File: config.mk
export PLATFORM = sky130hd
export DESIGN_NAME = instr_fetch_unit
export DESIGN_NICKNAME = d
export VERILOG_FILES = /design/src/rtl/instr_fetch_unit.sv
export SDC_FILE = /design/constraint.sdc
export NUM_CORES = 1
export LEC_CHECK = 0
export CORE_MARGIN = 10
export CORE_UTILIZATION = 40
export CTS_CLUSTER_DIAMETER = 120
export DETAILED_ROUTE_END_ITERATION = 16
export RECOVER_POWER = 25
export SLEW_MARGIN = 25
export SYNTH_ARGS = -nofsm -noshare
export SYNTH_HDL_FRONTEND = slang
export SYNTH_SLANG_ARGS = --single-unit
File: constraint.sdc
create_clock -name clk -period 9.38 [get_ports clk]
set_input_delay 1.876 -clock clk [delete_from_list [all_inputs] [get_ports clk]]
set_output_delay 1.876 -clock clk [all_outputs]
set_load 0.05 [all_outputs]
File: src/rtl/instr_fetch_unit.sv
`default_nettype none
// +----------------------------------------------------------------------------+
// | Module      : instr_fetch_unit                                             |
// | Description : PC owner, RAM fetch issue, prefetch FIFO and redirect flush. |
// | Revision    : 1.0                                                          |
// +----------------------------------------------------------------------------+
module instr_fetch_unit #(
    parameter int                ADDR_W   = 16,
    parameter int                DATA_W   = 32,
    parameter int                DEPTH    = 4,
    parameter logic [ADDR_W-1:0] RESET_PC = '0
) (
    input  logic              clk,
    input  logic              rst_n,
    input  logic              fetch_en,
    output logic              fetch_req,
    output logic [ADDR_W-1:0] fetch_address,
    input  logic [DATA_W-1:0] fetch_out,
    output logic [DATA_W-1:0] instr,
    output logic [ADDR_W-1:0] instr_pc,
    output logic              instr_valid,
    input  logic              instr_ready,
    input  logic              redirect_valid,
    input  logic [ADDR_W-1:0] redirect_pc,
    output logic              busy
);

    localparam int                 c_PTR_W = $clog2(DEPTH);
    localparam int                 c_CNT_W = c_PTR_W + 1;
    localparam logic [c_CNT_W:0]   c_DEPTH = (c_CNT_W + 1)'(DEPTH);

    typedef enum logic [0:0] {
        BOOT = 1'b0,
        RUN  = 1'b1
    } state_t;

    state_t              r_state;
    logic [ADDR_W-1:0]   r_pc;
    logic                r_inflight;
    logic [ADDR_W-1:0]   r_inflight_pc;
    logic [DATA_W-1:0]   r_mem_instr [DEPTH];
    logic [ADDR_W-1:0]   r_mem_pc    [DEPTH];
    logic [c_PTR_W-1:0]  r_wr_ptr;
    logic [c_PTR_W-1:0]  r_rd_ptr;
    logic [c_CNT_W-1:0]  r_count;

    logic                w_pop;
    logic                w_push;
    logic                w_fetch_req;
    logic [c_CNT_W:0]    w_occupancy;

    assign w_pop  = instr_valid & instr_ready & ~redirect_valid;
    assign w_push = r_inflight & ~redirect_valid;

    // Slots committed after this edge: stored + arriving - leaving.
    assign w_occupancy = {1'b0, r_count}
                       + {{c_CNT_W{1'b0}}, r_inflight}
                       - {{c_CNT_W{1'b0}}, w_pop};

    assign w_fetch_req = (r_state == RUN) & fetch_en & ~redirect_valid
                       & (w_occupancy < c_DEPTH);

    always_ff @(posedge clk or negedge rst_n) begin
        if (!rst_n) begin
            r_state       <= BOOT;
            r_pc          <= RESET_PC;
            r_inflight    <= 1'b0;
            r_inflight_pc <= '0;
            r_wr_ptr      <= '0;
            r_rd_ptr      <= '0;
            r_count       <= '0;
            for (int i = 0; i < DEPTH; i++) begin
                r_mem_instr[i] <= '0;
                r_mem_pc[i]    <= '0;
            end
        end else begin
            if (r_state == BOOT && fetch_en) begin
                r_state <= RUN;
            end
            if (redirect_valid) begin
                r_pc       <= redirect_pc;
                r_inflight <= 1'b0;
                r_wr_ptr   <= '0;
                r_rd_ptr   <= '0;
                r_count    <= '0;
            end else begin
                r_inflight <= w_fetch_req;
                if (w_fetch_req) begin
                    r_pc          <= r_pc + 1'b1;
                    r_inflight_pc <= r_pc;
                end
                if (w_push) begin
                    r_mem_instr[r_wr_ptr] <= fetch_out;
                    r_mem_pc[r_wr_ptr]    <= r_inflight_pc;
                    r_wr_ptr              <= r_wr_ptr + 1'b1;
                end
                if (w_pop) begin
                    r_rd_ptr <= r_rd_ptr + 1'b1;
                end
                case ({w_push, w_pop})
                    2'b10:   r_count <= r_count + 1'b1;
                    2'b01:   r_count <= r_count - 1'b1;
                    default: r_count <= r_count;
                endcase
            end
        end
    end

    assign fetch_req     = w_fetch_req;
    assign fetch_address = r_pc;
    assign instr         = r_mem_instr[r_rd_ptr];
    assign instr_pc      = r_mem_pc[r_rd_ptr];
    assign instr_valid   = (r_count != '0);
    assign busy          = r_inflight | instr_valid;

endmodule
`default_nettype wire

# Yosys cells after proc, flatten, opt, wreduce, memory -nomap -nowiden

Index checks and enable logic that the tools add are counted.

Add/subtract/negate cells: 7
Order comparisons: 4
Equal/unequal tests: 2
Multiplexer cells: 21
Bitwise logic cells: 11
Reduce and logical (&&, ||, !) cells: 9

Operators with widths:

| cell                                                                  | number |
|---|---|
| 128-bit bitwise mux                                                   | 1 |
| 32-bit 2-to-1 mux                                                     | 3 |
| 16-bit 2-to-1 mux                                                     | 5 |
| 32-bit binary-select mux with 2-bit select                            | 1 |
| 64-bit bitwise mux                                                    | 1 |
| 32-bit demux with 2-bit select                                        | 1 |
| 16-bit binary-select mux with 2-bit select                            | 1 |
| 16-bit demux with 2-bit select                                        | 1 |
| 16-bit by 1-bit adder with 16-bit output (second input constant)      | 1 |
| 2-bit 2-to-1 mux                                                      | 4 |
| 1-bit bitwise AND                                                     | 6 |
| 3-bit >= comparator (second input constant)                           | 2 |
| 2-bit NOT with 3-bit output                                           | 2 |
| 3-bit case mux with 2 select lines                                    | 1 |
| 2-bit nonzero test                                                    | 3 |
| 3-bit nonzero test                                                    | 2 |
| 2-bit by 1-bit adder with 2-bit output (second input constant)        | 2 |
| 3-bit by 1-bit adder with 4-bit output                                | 1 |
| 4-bit by 3-bit < comparator with 1-bit output (second input constant) | 1 |
| 2-bit AND reduction                                                   | 2 |
| 4-bit by 1-bit subtractor with 4-bit output                           | 1 |
| 3-bit by 1-bit adder with 3-bit output (second input constant)        | 1 |
| 3-bit by 1-bit < comparator with 1-bit output (second input constant) | 1 |
| 3-bit 2-to-1 mux                                                      | 1 |
| 7 further kinds                                                       | 9 |

Bits in registers: 233
Output and inout port bits: 67

# Logic depth before layout (Yosys ltp)

Gate-level depths: netlist of run 1.

Depth after elaboration: 8
Mapped depth: 13

# Worst setup path after synthesis of run 1

OpenSTA, ideal clock, no wires.

Path type: input -> output
From: input port redirect_valid
To: output port fetch_req
Arrival: 4.259 ns
Required time: 7.504 ns
Setup slack: 3.245 ns
Stages on the path: 11
Buffers on the path: 4
Path through: buf_2 -> buf_1 -> buf_1 -> nor2_1 -> ha_1 -> inv_1 -> ha_1 -> and3b_1 -> or4_4 -> a21oi_4 -> buf_8

Word-level cells in the longest chain between the ends: 5
Elaborated cells between the ends (all ways): 6
Those cells by class: add/sub (1); order compare (1); bitwise (4)

Ends and longest elaborated chain:

| what                                          | line | RTL |
|---|---|---|
| from (decl)                                   | 23   | `input logic redirect_valid,` |
| 1-bit NOT (no line) (*)                       | n/a  |  |
| 1-bit bitwise AND                             | 52   | `assign w_pop = instr_valid & instr_ready & ~redirect_valid;` |
| 4-bit by 1-bit subtractor with 4-bit output   | 58   | `- {{c_CNT_W{1'b0}}, w_pop};` |
| 4-bit by 3-bit < comparator with 1-bit output | 61   | `& (w_occupancy < c_DEPTH);` |
| 1-bit bitwise AND (*)                         | 61   |  |
| to (decl)                                     | 16   | `output logic fetch_req,` |

Mark *: on every way between the ends. The rest lies on a longest branch, timed or not.

# Worst setup path after layout of run 1

From: input port instr_ready
To: output port fetch_req

Word-level cells in the longest chain between the ends: 5

Ends and longest elaborated chain:

| what                                          | line | RTL |
|---|---|---|
| from (decl)                                   | 22   | `input logic instr_ready,` |
| 1-bit bitwise AND (2 in series)               | 52   |  |
| 4-bit by 1-bit subtractor with 4-bit output   | 58   |  |
| 4-bit by 3-bit < comparator with 1-bit output | 61   |  |
| 1-bit bitwise AND                             | 61   |  |

No other way between the ends.

==> impl_summary.md, run 1 <==
Yosys
In this run the biggest area consumer among cell types represents 55.38% of the synthesized area. The count of synthesis-stage warnings from yosys is 0. The number of storage elements in the synthesis netlist is 233. The most instantiated flip-flop cell in the synthesis netlist is dfrtp_1. Ranked by total cell area, the synthesized netlist is headed by dfrtp_1, mux2_2, mux4_2. The cell type with the highest aggregate area in the netlist is dfrtp_1. Dividing the synthesized area by the synthesized cell count gives 15.26 sq um.

Counting flops with an async set or reset pin after synthesis yields a share of 100.0%. The number of synthesized flops with an enable pin is 0. The cell area that synthesis handed to floorplanning was 10,530 sq um. The proportion of synthesized chip area in sequential cells is 55.38%.

The number of nets in the synthesized netlist is 752. In this run, distinct cell masters in the synthesized netlist total 45. The cell count after synthesis came out at 690.

Timing
The max-slew violation count is 216. The worst path needs 7.521 ns of the cycle, external delays included. The relative slew slack is -196.3%. Dividing the final minimum period by the clock period gives 80.18%. Timing would allow up to 133.0 MHz.

Setup violations remaining at the end of the flow were counted as 0. The setup TNS is 0 ns. The final number of hold-violating endpoints is 0.

Setup repair after global routing left no endpoint under its margin. For the pin with the worst max-slew slack, the measured transition is 4.444 ns. Between clock sinks in the finished design, the worst skew comes to 0.01316 ns.

Setup path
The launching instance or port of the critical path is instr_ready. The highest fanout seen on the critical path is 30. Data on the critical path is required at its endpoint by 7.50 ns. The reg-to-reg setup timing slack is 5.60 ns. STA puts the critical path data arrival time at 5.64 ns. The worst setup path is captured at a primary output. In this run the critical register-to-register path is launched from r_count[1]. The worst setup path is of the in2out kind. Counting cells, the worst reg-to-reg path comes to 9. The endpoint identified for the worst register-to-register timing path is r_inflight_pc[4]. The startpoint type of the worst setup path is an input pin.

Routing
The routed design has 23,990 microns of wire. The number of DRC violations after detailed-routing iteration 0 is 339. The detailed-router iteration count before antenna repair is 5. After detailed routing, the number of remaining DRC violations is 0. In this run the remaining antenna-violating nets after routing total 0.

The total number of vias is 6,252. The via density per instance is 5.413. The routed wirelength normalized by instance count is 20.77 microns.

Power and ir drop
The combinational share of power is 41.3%. Registers are responsible for 34.7% of the overall power. The internal portion of the total power is 0.002746 W. The total power is 0.004332 W. The static leakage is 5.724 nW. The net switching power is 0.001586 W. The peak supply drop is 256.5 uV. Of the total power, the clock network draws 23.9%.

The switching portion of total power is 36.62%. The power density over the cells is 335.3 nW/um^2.

Final layout
The top cell types in the final layout, fill and taps aside, are dfrtp_1, mux2_2, clkdlybuf4s50_1. In the final design database the tool counted 862 nets. The fraction of layout instances using a drive strength above 1 is 39.39%. The layout has 2,200 filler cells.

The number of antenna diodes is 0. The finished layout holds 1,155 standard cells, fillers aside. The area overhead of the layout relative to synthesis is 22.72%. Leaving out fill and tap cells, the most frequent cell in the layout is dfrtp_1.

Clock tree
In this run the number of H-tree levels came out at 1. Clock-pin slew was measured on the worst setup and hold paths at 0.06 ns. The number of setup buffers added after CTS is 0.

The clock tree from TritonCTS is built. The number of clock buffers added by TritonCTS is 27. CTS saw 233 sinks. The clock reaches the later pin of the worst-skew pair after 0.52 ns.

The longest clock path from root to sink contains 3 buffers. In this run, post-CTS hold repair placed 0 buffers. Once the clock tree was built, the resizer swapped 0 gates to a different size.

Clock tree synthesis selected as its root buffer the cell clkbuf_16.

GRT
Entering global routing, the biggest net connects 86 pins. The wire length of the first global-routing pass is 38,550 microns. Global routing finished with a remaining overflow of 0. The combined global-route utilization of all metal layers is 14.25%. The number of global-route vias before repair is 6,897. The initial antenna violation count is 0.

Floorplanning
The core footprint is 25,980 sq um. The row count is 59. The die covers 33,210 sq um.

For this design the top-level I/O count stands at 120. The die span in y is 182.2 microns. The initial standard-cell utilization of the core is 40.51%.

The die extent in x is 182.2 microns.

Placement
The routability-driven placement congestion ratio is 0.8164. Detailed placement finished with a half-perimeter wire length of 15,110 microns. The port buffer count is 119.

The number of placed instances, taps included, is 1,106.

Hold path
The min-delay analysis places its worst path in the category reg2reg. The beginning of the worst hold path is r_state. The path with the worst hold slack has its endpoint at r_state. Counting instances, the worst hold path has a depth of 1.

Status
The final reports fail on capacitance limit, slew limit. The flow ran to the end, but the final reports show violations.

Job
Across the run, the number of max-cap violations was 3.
## worst max path at each step
stage | end | depth (start not counted)
floorplan | fetch_req | 11
global placement | fetch_req | 10
detailed placement | fetch_req | 10
CTS | fetch_req | 10
global route | r_mem_instr[120] | 2
finish | fetch_req | 10
## worst max-delay path: stages
cell and delay, ns:
clkdlybuf4s50_1 0.51, o31ai_1 0.19, nor2_1 0.14, ha_1 0.16
inv_1 0.04, ha_1 0.26, and3b_1 0.21, or4_4 0.62
a21oi_4 0.67, clkdlybuf4s50_1 0.96
## per-stage QoR
step           worst slack, ns  utilization (%)  area (sq um)  hold WS (ns)
6_report                 1.859            49.72         12920        0.4908
3_3_place_gp             1.930            46.28         12030        0.4743
5_1_grt                  1.518            49.72         12920        0.5121
2_1_floorplan            3.245                -         10530        0.4523
4_1_cts                  1.847            49.79         12940        0.4937
3_5_place_dp             1.875            46.29         12030        0.4764
## layout make-up
class                      count  area (sq um)  share of cell area, %
clock buffer                  45         863.3                  6.682
tap                          335         419.2                  3.244
multi-input combinational    402          4473                  34.62
inverter                       7         26.28                 0.2034
clock inverter                 4         45.04                 0.3486
timing repair buffer         129          1257                  9.733
sequential                   233          5836                  45.17
## flip-flops by register name, summed over array words and instances (netlist names)
register / flops
r_mem_instr: 128
r_wr_ptr: 2
r_count: 3
r_rd_ptr: 2
r_inflight_pc: 16
r_inflight: 1
r_state: 1
fetch_address: 16
r_mem_pc: 64
## synth_stat cells (4+ instances only)
library cell	count
a2111o_1	10
a21oi_1	9
buf_1	11
buf_2	16
clkbuf_1	20
dfrtp_1	233
ha_1	8
inv_1	7
mux2_2	199
mux2_4	9
mux4_2	48
nand2_1	31
nand3_1	9
nor2_1	10
nor3_1	4
o211ai_1	14
or2_2	4
## cell families (layout without fill, tap and decap cells)
family,Yosys count,in the layout,synth area share (%)
simple gates,77,77,3.649
flops,233,233,55.38
buf+inv,55,185,2.258
mux,258,258,33.03
fa+ha+maj,9,9,1.141
compound gates,52,52,4.041
xor+xnor,6,6,0.4993
## routing by layer
layer / wire length, microns / GRT usage (%)
met3: 1415 / 3.442
met1: 10470 / 18.46
met4: 387 / 2.668
met5: 0 / 0
met2: 11720 / 23.91
## power by group through the flow
stage                     clock, W  combinational [W]  sequential (W)
final                      0.00104            0.00179         0.00151
after global placement           0            0.00179         0.00149
after floorplan                  0            0.00131         0.00147
after CTS                  0.00107            0.00183         0.00151
after global routing       0.00111            0.00190         0.00155
after detailed placement         0            0.00182         0.00152
Note: power is estimated with default switching activity, not from simulation.
==> run 2: changes to the inputs <==
==> constraint.sdc (replaced) <==
create_clock -name clk -period 6.4 [get_ports clk]
set_input_delay 1.28 -clock clk [delete_from_list [all_inputs] [get_ports clk]]
set_output_delay 1.28 -clock clk [all_outputs]
set_load 0.05 [all_outputs]
==> run 2 against run 1 <==
  * The flow still finishes with violations (capacitance limit, slew limit)
  * Clock-buffer cell count down 8
  * Non-clock buffer count stayed put
  * Final cell count decreased by 0.35%
  * Critical path depth stayed put
  * Core utilization barely moved
  * Global-route usage up 0.30 points
  * Clock power grew 46%
  * Wire length grew 1.4%
  * Critical path type unchanged
==> impl_summary.md, run 2 (same netlist as run 1, synthesis figures left out) <==
Status
The flow ran to the end, but the final reports show violations. The checks that failed: capacitance limit, slew limit.

Clock tree
The total CTS buffers is 26 (-3.7%). The count of H-tree levels built during CTS is 1 (unchanged). The clock-pin slew of the registers on the worst-case setup and hold paths is 0.06 ns (about the same). The number of buffers on the longest clock path is 3 (unchanged).

The hold-fix buffer count after cts is 0 (unchanged). The source-to-sink clock delay at the later pin of the worst-skew pair is 0.51 ns (about the same). The cell at the root of the clock tree is clkbuf_16. The number of setup buffers added after CTS is 0 (unchanged). The clock tree from TritonCTS is built. The number of gates resized after cts is 0 (unchanged). The clock sink count is 233 (unchanged).

Timing
The highest achievable clock rate is 195.8 MHz. The final number of hold-violating endpoints is 0 (unchanged). The max-slew violation count is 155 (-28%). The final number of setup-violating endpoints is 0 (unchanged). The transition time of the tightest slew-check pin was 2.761 ns (-1.684 ns). The worst path setup slack after routing is 1.293 ns (-0.5656 ns). The fraction of the cycle the final worst path needs is 79.79%. The setup TNS was 0 ns (unchanged). The relative slew slack came to -84.04% (+110 points).

The final critical delay including setup and external delays is 5.107 ns. The maximum clock skew at final layout is 0.008007 ns (-0.005153 ns). Setup repair after global routing left no endpoint under its margin.

Hold path
The beginning of the worst hold path is r_state. The class of the most critical hold timing path is reg2reg. The number of cells on the worst hold path is 1 (unchanged).

The sink of the worst hold path is r_state.

Placement
The routability-driven placement congestion ratio is 0.8504 (+4.2%). The HPWL reported at the end of detailed placement was 15,680 microns (+3.8%). The port buffer count came to 119 (unchanged). The placed standard-cell area came to 12,050 sq um (+0.16%). The worst slack at placement is 1.334 ns (-0.5412 ns).

GRT
The overall overflow remaining after global route is 0 (unchanged). The number of global-route vias before repair was 7,229 (+4.8%). The combined global-route utilization of all metal layers was 14.55% (+0.30 points). The wire length of the first global-routing pass is 39,700 microns (+3.0%). The initial antenna violation count is 0 (unchanged). The pin count of the biggest net entering global routing is 125 (+45%).

Job
The number of violations of the max-capacitance limit is 2 (-1).

Setup path
The required time at the worst-slack endpoint is 5.12 ns (-2.38 ns). The data arrival time of the worst path came to 3.83 ns (-1.81 ns). The critical path's largest stage delay is 0.62 ns (-0.34 ns). The cell repeated most along the worst path is ha_1. The number of cells on the worst reg-to-reg path is 10 (+1). The reg-to-reg startpoint is r_count[1]. The worst setup path is captured at a primary output. The worst setup path is of the in2out kind.

The worst setup path is launched from an input pin. The highest fanout seen on the critical path is 30 (unchanged). The reg-to-reg setup timing slack is 2.77 ns (-2.83 ns). The slowest library cell on the worst path is or4_4. The capture instance of the worst register-to-register path is r_inflight_pc[15].

The signal on the critical path passes through clkdlybuf4s50_1, o31ai_1, nor2_1, ha_1, inv_1, ha_1, and3b_1, or4_4, a21oi_4, buf_12.

Routing
The via density per instance is 5.471 (+1.1%). The total number of vias is 6,297 (+0.72%). The number of nets with antenna violations after routing is 0 (unchanged). The detailed-route wire length is 24,330 microns (+1.4%). The detailed-route DRC error count came to 0 (unchanged). The number of DRC violations after detailed-routing iteration 0 is 397 (+17%). The detailed-router iteration count before antenna repair is 4 (-1).

The routed wirelength normalized by instance count is 21.14 microns (+1.7%).

Power and ir drop
The total power was 0.006370 W (+47%). The power density over the cells is 492.5 nW/um^2 (+47%). The static leakage is 5.757 nW (+0.56%). The peak supply drop is 300.7 uV (+17%).

Final layout
The library cell used most frequently in the layout, excluding fill and tap cells, is dfrtp_1. The largest register by flop count is r_mem_instr. The number of flip-flops under the largest register name is 128 (unchanged). The number of nets in the finished design was 861 (-0.12%). The top cell types in the final layout, fill and taps aside, are dfrtp_1, mux2_2, clkdlybuf4s50_1. The fraction of layout instances using a drive strength above 1 was 39.58% (+0.19 points). The area overhead of the layout relative to synthesis is 22.84% (about the same).

The cell area after layout came to 12,930 sq um (about the same). The largest registers in the layout are r_mem_instr: 128 flops, r_mem_pc: 64 flops. The number of antenna diodes is 0 (unchanged). The end-of-flow core utilization is 49.77% (about the same).

Floorplanning
The I/O pin total is 120 (unchanged). The die extent in x is 182.2 microns (unchanged). The die area is 33,210 sq um (unchanged). The initial standard-cell utilization of the core is 40.51% (unchanged). The die span in y is 182.2 microns (unchanged). The row count is 59 (unchanged). The core footprint is 25,980 sq um (unchanged).
## run 2: how the worst max path moves through the flow
stage	start	to	slack [ns]	depth (start not counted)
3_3_place_gp	instr_ready	fetch_req	1.37	10
4_1_cts	instr_ready	fetch_req	1.33	10
6_report	instr_ready	fetch_req	1.29	10
5_1_grt	redirect_valid	r_mem_instr[109]	1.02	6
3_5_place_dp	instr_ready	fetch_req	1.33	10
2_1_floorplan	redirect_valid	fetch_req	1.46	11
## run 2: cell type report
| type | instances | area (sq um) |
|---|---|---|
| fill | 2199 | 13050 |
| tap | 335 | 419.2 |
| timing repair buffer | 129 | 1280 |
| inverter | 7 | 26.28 |
| multi-input combinational | 402 | 4483 |
| sequential | 233 | 5836 |
| clock inverter | 8 | 115.1 |
| clock buffer | 37 | 773.2 |
## run 2: stage by stage
step | hold slack (ns) | std cells
6_report | 0.4814 | 1151
5_1_grt | 0.5020 | 1151
4_1_cts | 0.4859 | 1151
3_5_place_dp | 0.4710 | 1106
3_3_place_gp | 0.4744 | 1106
2_1_floorplan | 0.4523 | 690
## run 2: metal layers
layer | routed length (microns) | GRT usage [%] | share of wire [%]
met2 | 11810 | 24.16 | 49
met3 | 1346 | 3.422 | 5.5
met4 | 320 | 3.157 | 1.3
met1 | 10850 | 18.97 | 45
met5 | 0 | 0 | 0
## run 2: critical path: cells and delay by family
kind                       cells  cell delay (ns)
AOI/OAI and AO/OA              2             0.41
adders and majority gates      2             0.41
buffers and inverters          3             0.74
and+or+nand+nor                3             0.98
## run 2: power breakdown
group | internal [W] | switching (W)
logic | 0.00117 | 0.00142
registers | 0.00191 | 0.000343
clock network | 0.000953 | 0.000568
total | 0.00403 | 0.00234
==> run 3: changes to the inputs <==
==> constraint.sdc (replaced) <==
create_clock -name clk -period 5.1 [get_ports clk]
set_input_delay 1.02 -clock clk [delete_from_list [all_inputs] [get_ports clk]]
set_output_delay 1.02 -clock clk [all_outputs]
set_load 0.05 [all_outputs]
==> run 3 against run 2 <==
  * Cell area up 0.23%
  * Flip-flop and latch count unchanged
  * First-iteration DRC count down 30%
  * Critical path depth unchanged
  * Critical endpoint unchanged
  * Worst setup slack worse by 0.75 ns
  * Sequential share of layout area shrank 0.10 points
  * Combinational power grew 26%
  * Largest cell class unchanged
  * The run still ends with capacitance limit, slew limit left
  * Final cell count grew 0.17%
==> impl_summary.md, run 3 (same netlist as run 1, synthesis figures left out) <==
Status
The flow ran to the end, but the final reports show violations. The final reports fail on capacitance limit, slew limit.

Routing
The total number of vias is 6,287 (-0.16%). The routed wirelength normalized by instance count came to 20.85 microns (-1.4%). The detailed-router iteration count before antenna repair is 4 (unchanged). The number of DRC violations after detailed-routing iteration 0 is 276 (-30%). The via density per instance is 5.453 (-0.33%). The detailed-route DRC error count is 0 (unchanged). The number of nets with antenna violations after routing is 0 (unchanged). The detailed-route wire length was 24,040 microns (-1.2%).

Power and ir drop
The total internal power is 0.004976 W (+23%). The switching portion of total power is 37.12% (+0.45 points). The power share of the clock group is 22.9% (-1.0 points). The portion of total power attributed to sequential cells is 35.8% (+0.4 points). The peak supply drop is 365.4 uV (+22%). The static leakage was 5.746 nW (-0.18%). The power density over the cells is 610.5 nW/um^2 (+24%). The net switching power is 0.002937 W (+26%). The combinational share of power was 41.2% (+0.5 points).

Placement
The placed standard-cell area is 12,120 sq um (+0.58%). The routability-driven placement congestion ratio came to 0.7970 (-6.3%). The port buffer count is 119 (unchanged). The HPWL reported at the end of detailed placement is 15,650 microns (-0.21%). The worst slack at placement is 0.5664 ns (-0.7671 ns).

Clock tree
The number of buffers on the longest clock path is 3 (unchanged). The cell at the root of the clock tree is clkbuf_16. The total CTS buffers was 26 (unchanged). The count of H-tree levels built during CTS came to 1 (unchanged). The number of setup buffers added after CTS is 0 (unchanged). The number of gates resized after cts is 0 (unchanged). The hold-fix buffer count after cts is 0 (unchanged). The source-to-sink clock delay at the later pin of the worst-skew pair is 0.52 ns (about the same). The clock-pin slew of the registers on the worst-case setup and hold paths is 0.06 ns (about the same). The clock tree from TritonCTS is built. The clock sink count came to 233 (unchanged).

Timing
The final number of setup-violating endpoints is 0 (unchanged). After layout, the minimum clock period comes to 4.557 ns. Setup repair after global routing left no endpoint under its margin. The highest achievable clock rate is 219.4 MHz.

The relative slew slack is -67.09% (+17 points). The setup TNS is 0 ns (unchanged). The max-slew violation count is 43 (-72%).

The transition time of the tightest slew-check pin was 2.506 ns (-0.2542 ns). The worst hold slack is 0.5003 ns (+0.01890 ns). The worst path setup slack after routing is 0.5427 ns (-0.7507 ns). The final number of hold-violating endpoints came to 0 (unchanged). The maximum clock skew at final layout came to 0.009683 ns (+0.001676 ns). In the finished design, the share of the clock period the worst path needs comes to 89.36%.

Job
The number of violations of the max-capacitance limit came to 1 (-1).

Final layout
The fraction of layout instances using a drive strength above 1 was 39.73% (+0.15 points). The commonest non-fill, non-tap cell in the layout is dfrtp_1. The end-of-flow core utilization is 49.88% (+0.12 points).

In the final layout, the registers with the most flip-flops are r_mem_instr: 128 flops, r_mem_pc: 64 flops. The number of nets in the finished design is 863 (+0.23%). The cell area after layout is 12,960 sq um (+0.23%).

The number of flip-flops under the largest register name was 128 (unchanged). The largest register by flop count is r_mem_instr. In the layout the commonest cells are dfrtp_1, mux2_2, clkdlybuf4s50_1. The number of antenna diodes is 0 (unchanged). From synthesis to final layout, the design area changed by 23.13%.

GRT
The wire length of the first global-routing pass is 38,650 microns (-2.7%). The number of global-route vias before repair is 7,025 (-2.8%). The initial antenna violation count is 0 (unchanged).

The pin count of the biggest net entering global routing came to 131 (+4.8%). The combined global-route utilization of all metal layers came to 14.13% (-0.42 points). The overall overflow remaining after global route is 0 (unchanged).

Floorplanning
The row count came to 59 (unchanged). The initial standard-cell utilization of the core is 40.51% (unchanged). The I/O pin total came to 120 (unchanged). The die span in y is 182.2 microns (unchanged). The die extent in x is 182.2 microns (unchanged). The core footprint is 25,980 sq um (unchanged). The die area is 33,210 sq um (unchanged).

Setup path
The critical path capture point type is a primary output. The highest fanout seen on the critical path is 30 (unchanged). The critical path in this run is classified as in2out. The worst setup path is launched from an input pin. The required time at the worst-slack endpoint was 4.08 ns (-1.04 ns). The data arrival time of the worst path is 3.54 ns (-0.29 ns).

Hold path
In this run the worst hold path is classified as reg2reg.
## run 3: cell types whose count changed in the layout (fill, tap and decap cells not counted), sizes merged
cell	previous run	this run
dlygate4sd3	2	1
clkdlybuf4s50	115	116
bufinv	3	1
clkinvlp	0	1
buf	10	12
clkinv	5	6
## run 3: stage by stage
step,cells,power [W]
after global routing,1153,0.008309
final,1153,0.007913
after CTS,1152,0.008026
after floorplan,690,0.005103
after detailed placement,1107,0.006175
after global placement,1107,0.006056
## run 3: worst paths after layout
check,slack [ns],from,depth (start not counted),endpoint
max,0.54,instr_ready,10,fetch_req
min,0.50,r_mem_instr[50],1,r_mem_instr[50]
max reg2reg,1.52,r_count[1],10,r_inflight_pc[1]
min reg2reg,0.50,r_mem_instr[50],1,r_mem_instr[50]
max in group asynchronous,1.02,rst_n,2,r_rd_ptr[0]
min in group asynchronous,1.28,rst_n,1,r_mem_instr[106]
## run 3: area by class of cell
class / count / area (sq um)
tap: 335 / 419.2
fill: 2172 / 13020
timing repair buffer: 131 / 1368
clock buffer: 37 / 773.2
sequential: 233 / 5836
multi-input combinational: 402 / 4473
clock inverter: 8 / 67.56
inverter: 7 / 26.28
## run 3: power by group through the flow
stage | registers, W | clock network (W) | logic, W
6_report | 0.00283 | 0.00182 | 0.00326
2_1_floorplan | 0.00270 | 0 | 0.00240
4_1_cts | 0.00284 | 0.00187 | 0.00331
3_5_place_dp | 0.00287 | 0 | 0.00330
3_3_place_gp | 0.00281 | 0 | 0.00325
5_1_grt | 0.00292 | 0.00195 | 0.00344
## run 3: worst max-delay path, cell delays in order
cell,delay [ns]
clkdlybuf4s50_1,0.51
o31ai_1,0.19
nor2_1,0.14
ha_1,0.16
inv_1,0.04
ha_1,0.25
and3b_1,0.20
or4_4,0.62
a21oi_4,0.23
buf_12,0.16
## run 3: routing by layer
layer / part of all wire [%] / GRT usage, % / vias up
met4: 1.5 / 3.254 / 0
li1: - / - / 2798
met3: 5.6 / 3.501 / 33
met2: 47 / 22.77 / 157
met1: 46 / 18.83 / 3299
met5: 0 / 0 / -
